**config.mk**
```make
export PLATFORM = sky130hd
export DESIGN_NAME = timer_counter
export DESIGN_NICKNAME = d
export VERILOG_FILES = /design/src/rtl/counter_pkg.sv /design/src/rtl/timer_counter_prescaler.sv /design/src/rtl/timer_counter.sv
export SDC_FILE = /design/constraint.sdc
export NUM_CORES = 1
export LEC_CHECK = 0
export CORE_MARGIN = 5
export CORE_UTILIZATION = 47
export DETAILED_ROUTE_END_ITERATION = 10
export HOLD_SLACK_MARGIN = 0.06
export PLACE_DENSITY = 0.72
export SLEW_MARGIN = 30
export SYNTH_ARGS = -nofsm -noshare
export SYNTH_HDL_FRONTEND = slang
export SYNTH_SLANG_ARGS = --single-unit
```
**constraint.sdc**
```tcl
create_clock -name clk -period 4.1 [get_ports clk]
set_input_delay 0.82 -clock clk [delete_from_list [all_inputs] [get_ports clk]]
set_output_delay 0.82 -clock clk [all_outputs]
set_load 0.005 [all_outputs]
```
**src/rtl/counter_pkg.sv**
```systemverilog
// rtl/counter_pkg.sv - shared types for the programmable timer/counter
package counter_pkg;

  typedef enum logic [1:0] {
    WRAP    = 2'b00,
    SAT     = 2'b01,
    ONESHOT = 2'b10,
    RSVD    = 2'b11
  } mode_t;

  typedef enum logic [1:0] {
    IDLE = 2'b00,
    RUN  = 2'b01,
    DONE = 2'b10
  } state_t;

endpackage

```
**src/rtl/timer_counter_prescaler.sv**
```systemverilog
// rtl/timer_counter_prescaler.sv - tick every presc+1 enabled cycles
module tick_prescaler #(
  parameter int PW = 8
) (
  input  logic          clk,
  input  logic          rst,
  input  logic          en,
  input  logic          clr,
  input  logic [PW-1:0] presc,
  output logic          tick
);

  logic [PW-1:0] r_cnt;
  logic          w_hit;

  assign w_hit = (r_cnt == presc);
  // A clear wins over the tick so load/start/stop never coincide with a count step.
  assign tick  = en && !clr && w_hit;

  always_ff @(posedge clk) begin
    if (rst || clr) begin
      r_cnt <= '0;
    end else if (en) begin
      r_cnt <= w_hit ? '0 : r_cnt + PW'(1);
    end
  end

endmodule

```
**src/rtl/timer_counter.sv**
```systemverilog
// rtl/timer_counter.sv - programmable up/down timer with wrap/sat/one-shot modes
module timer_counter
  import counter_pkg::*;
#(
  parameter int WIDTH = 16,
  parameter int PW    = 8
) (
  input  logic             clk,
  input  logic             rst,
  input  logic             en,
  input  logic             start,
  input  logic             stop,
  input  logic             load,
  input  logic [WIDTH-1:0] load_val,
  input  logic             dir,
  input  logic [1:0]       mode,
  input  logic [WIDTH-1:0] limit,
  input  logic [PW-1:0]    presc,
  output logic [WIDTH-1:0] count,
  output logic             tc,
  output logic             running,
  output logic             done
);

  state_t           r_state;
  logic [WIDTH-1:0] r_count;
  logic             r_tc;
  logic             r_done;

  logic             w_tick;
  logic             w_presc_en;
  logic             w_presc_clr;
  logic [WIDTH-1:0] w_term;
  logic [WIDTH-1:0] w_rest;
  logic             w_at_t;
  logic             w_beyond;
  logic [WIDTH-1:0] w_next;
  logic             w_next_tc;
  mode_t            w_mode;

  assign w_presc_en  = en && (r_state == RUN);
  assign w_presc_clr = load || stop || start;

  tick_prescaler #(.PW(PW)) u_presc (
    .clk   (clk),
    .rst   (rst),
    .en    (w_presc_en),
    .clr   (w_presc_clr),
    .presc (presc),
    .tick  (w_tick)
  );

  assign w_mode   = mode_t'(mode);
  assign w_term   = dir ? '0 : limit;
  assign w_rest   = dir ? limit : '0;
  assign w_at_t   = (r_count == w_term);
  assign w_beyond = !dir && (r_count > limit);

  // Terminal check precedes the +/-1, so the count never steps past T.
  always_comb begin
    w_next    = r_count;
    w_next_tc = 1'b0;
    if (!(w_at_t || w_beyond)) begin
      w_next    = dir ? r_count - WIDTH'(1) : r_count + WIDTH'(1);
      w_next_tc = (w_next == w_term);
    end else begin
      case (w_mode)
        SAT, ONESHOT: w_next = w_term;
        default:      w_next = w_rest;
      endcase
      w_next_tc = (w_next == w_term) && !((w_mode == SAT) && w_at_t);
    end
  end

  always_ff @(posedge clk) begin
    if (rst) begin
      r_state <= IDLE;
      r_count <= '0;
      r_tc    <= 1'b0;
      r_done  <= 1'b0;
    end else begin
      r_tc <= 1'b0;
      if (stop) begin
        r_state <= IDLE;
      end else if (start) begin
        r_state <= RUN;
        r_done  <= 1'b0;
        if (r_state == DONE) r_count <= w_rest;
      end else if (r_state == RUN && w_tick) begin
        r_count <= w_next;
        r_tc    <= w_next_tc;
        if (w_next_tc && w_mode == ONESHOT) begin
          r_state <= DONE;
          r_done  <= 1'b1;
        end
      end
      if (load) r_count <= load_val;
    end
  end

  assign count   = r_count;
  assign tc      = r_tc;
  assign running = (r_state == RUN);
  assign done    = r_done;

endmodule

```
==> results.rst <==
.. list-table::
   :header-rows: 1

   * - Metric
     - Value
   * - Worst max-slew margin expressed relative to the limit
     - 51.86%
   * - Util after Layout
     - 58.28%
   * - Post-CTS Resized
     - 0
   * - Arrival time at the worst endpoint
     - 3.87 ns
   * - Post-detailed-route DRC marker count
     - 0
   * - Total overflow reported by the global router
     - 0
   * - Tot Pwr
     - 1.090 mW
   * - Area share of the largest cell type after synthesis
     - 14.45%
   * - Routability-driven placement congestion ratio
     - 1.020
   * - Standard cell core area
     - 0.008134 mm2
   * - CTS Sinks
     - 28
   * - Number of nets with antenna violations after detailed routing
     - 0
   * - Run status
     - complete, no violations
   * - Category of the most critical setup path
     - in2reg
   * - Cell Rows
     - 33
   * - Sequential-to-total area share from yosys stat
     - 14.45%
   * - Synth cell count leaders
     - sky130_fd_sc_hd__inv_1, sky130_fd_sc_hd__a21oi_1, sky130_fd_sc_hd__nor2_1
   * - Max cap viols
     - 0
   * - Crit path largest cell delay
     - 0.59 ns
   * - Hold buffer count at CTS
     - 0
   * - Aggregate negative setup slack
     - 0 ns
   * - Cell with the biggest individual delay on the critical path
     - sky130_fd_sc_hd__a211oi_1
   * - Fillers
     - 761
   * - CTS tree
     - built
   * - Die W
     - 100.9 um
   * - Library cells used by synthesis
     - 72
   * - Yosys synthesis warning count
     - 0
   * - Maximum VDD drop
     - 0.0001849 V
   * - Wire length of the first global-routing pass
     - 19710 um
   * - Detailed Route WL
     - 12400 um
   * - Most used flip-flop cell after synthesis
     - sky130_fd_sc_hd__dfxtp_1
   * - Most numerous cell in the Yosys netlist
     - sky130_fd_sc_hd__inv_1
   * - Final Critical Period
     - 3.693 ns
   * - Initial cell density of the core
     - 47.70%
   * - Number of violations reported at the end of detailed-routing iteration 0
     - 297
   * - Number of port buffers
     - 67
   * - Fraction of layout cells with a size suffix above 1
     - 12.26%
   * - Actual transition at the worst max-transition pin
     - 0.7216 ns
   * - Detailed-route vias per instance
     - 6.189
   * - # Post-CTS Setup Buffers
     - 0
   * - DR pass1 iterations
     - 5
   * - Setup clock skew after layout
     - 0.01296 ns
   * - Initial antenna violation count
     - 0
   * - Cell type contributing the most total cell area after synthesis
     - sky130_fd_sc_hd__dfxtp_1
   * - Number of global-route vias before repair
     - 3966
   * - Cell leakage power
     - 1.996 nW
   * - Cells after Synth
     - 502
   * - Final hold violation count
     - 0
   * - Area of the die
     - 0.01017 mm2
   * - Total area of multi-input combinational cells
     - 0.002955 mm2
   * - Launching element type of the critical path
     - input port
   * - Power density over the cells
     - 230.0 mW/mm2
   * - GRT Total Usage
     - 23.90%
   * - Area growth, synth to finish
     - 22.19%
   * - Height of the chip
     - 100.9 um
   * - Worst hold-check path type
     - reg2reg
   * - Critical path peak fanout
     - 15
   * - RSZ-0062 raised after global routing
     - no
   * - Synthesized net count
     - 585
   * - Placed wire-length estimate
     - 9932 um
   * - Clock tree buffer depth
     - 2
   * - Netlist area before placement
     - 0.003880 mm2
   * - Detail-routed net length per standard cell
     - 18.34 um
   * - Ant. Diodes
     - 0
   * - Number of flops mapped to enable cells by yosys
     - 0
   * - CP Data Required Time
     - 4.28 ns
   * - Clk_lat worst skew
     - 0.29 ns
   * - Nets
     - 655
   * - Async S/R FF share, synth
     - 0%
   * - Top post-synthesis cells by area
     - sky130_fd_sc_hd__dfxtp_1, sky130_fd_sc_hd__ha_1, sky130_fd_sc_hd__xnor2_1, sky130_fd_sc_hd__a21oi_1, sky130_fd_sc_hd__inv_1
   * - Clock buffer count from CTS
     - 3
   * - Critical path cell sequence
     - buf_2 -> ha_1 -> o21ai_0 -> o21ai_1 -> a2111oi_0 -> a211oi_1 -> and3_2 -> o2111ai_1 -> a22oi_2 -> a41oi_2 -> o221a_1
   * - Average cell area after synthesis
     - 7.729 um2
   * - Final worst path period share
     - 90.08%
   * - Cell at the root of the clock tree
     - sky130_fd_sc_hd__clkbuf_8
   * - Internal reg-to-reg setup slack
     - 0.68 ns
   * - I/O pins
     - 68
   * - Vias
     - 4184
   * - Crit end category
     - flop
   * - Sequential cell area in the final layout
     - 560.5 um2
   * - Final Max Tran Viols
     - 0
   * - Setup violation total in the final timing report
     - 0
   * - Total of flip-flops plus latches after synthesis
     - 28
   * - Achievable Freq
     - 270.8 MHz
   * - Maximum number of pins on one net before global-route repair
     - 39
   * - Clock slew at the register clock pins of the worst setup and hold paths
     - 0.09 ns
   * - H-tree depth
     - 1
[path summary, 6_finish.rpt]
kind,start,end,cells after the start
worst min-delay path,r_state[1],r_state[1],2
worst min register to register,r_state[1],r_state[1],2
worst max-delay path,dir,r_state[0],11
worst max register to register,count[0],r_state[0],10
[worst max-delay path: cells and delay by family]
family	cells	cell delay (ns)
adders and majority gates	1	0.47
buffers and inverters	1	0.22
AOI/OAI and AO/OA	8	2.09
and+or+nand+nor	1	0.28
[metal layers]
layer	global-route usage (%)	vias up	routed length (um)
met3	2.561	22	1027
li1	-	2018	-
met1	34.40	1944	5594
met5	0	-	0
met2	37.92	200	5535
met4	6.114	0	240
[power breakdown]
group          switching, mW  total, mW  internal (mW)
Sequential            0.0265      0.310          0.283
Combinational          0.287      0.554          0.267
Clock                 0.0950      0.226          0.131
Total                  0.409       1.09          0.681
[kinds of logic after synthesis]
kind of cell | share of synthesized area [%]
adder cells (fa/ha/maj) | 11.16
AND/OR/NAND/NOR | 20.90
buffers and inverters | 9.481
multiplexers | 5.256
flip-flops | 14.45
XOR/XNOR | 10.22
AO/OA/AOI/OAI | 28.54
[sequential cells by signal, summed over array words and instances, names as in the netlist]
| signal | flops |
|---|---|
| done | 1 |
| r_state | 2 |
| u_presc.r_cnt | 8 |
| tc | 1 |
| count | 16 |
[cell usage in the layout (no fill, tap or decap), types with 13 or more instances in the layout]
cell type and count:
sky130_fd_sc_hd__a21oi_1 42, sky130_fd_sc_hd__buf_4 24, sky130_fd_sc_hd__clkdlybuf4s50_1 66, sky130_fd_sc_hd__dfxtp_1 28
sky130_fd_sc_hd__ha_1 33, sky130_fd_sc_hd__inv_1 47, sky130_fd_sc_hd__nand2_1 35, sky130_fd_sc_hd__nand4_1 13
sky130_fd_sc_hd__nor2_1 38, sky130_fd_sc_hd__nor3_1 13, sky130_fd_sc_hd__o21ai_0 16, sky130_fd_sc_hd__o22ai_1 13
sky130_fd_sc_hd__xnor2_1 25, sky130_fd_sc_hd__xor2_1 15
[cell type report]
class                   count  area share [%]
well taps                 105           2.771
clock buffers               3          0.8709
repair buffers             91           17.84
multi-input cells         401           62.34
clock inverters             1          0.6334
flip-flops and latches     28           11.82
inverters                  47           3.721
[through the flow]
step                hold WS, ns  instances  setup slack, ns  instance area, um2
finish                   0.5014        676           0.4066                4741
global route             0.5204        676           0.2091                4741
CTS                      0.4993        676           0.4974                4741
detailed placement       0.4830        672           0.2022                4669
global placement         0.4588        672           0.2751                4666
floorplan                0.4397        502           0.7141                3880
Power figures use the tool's default switching activity.
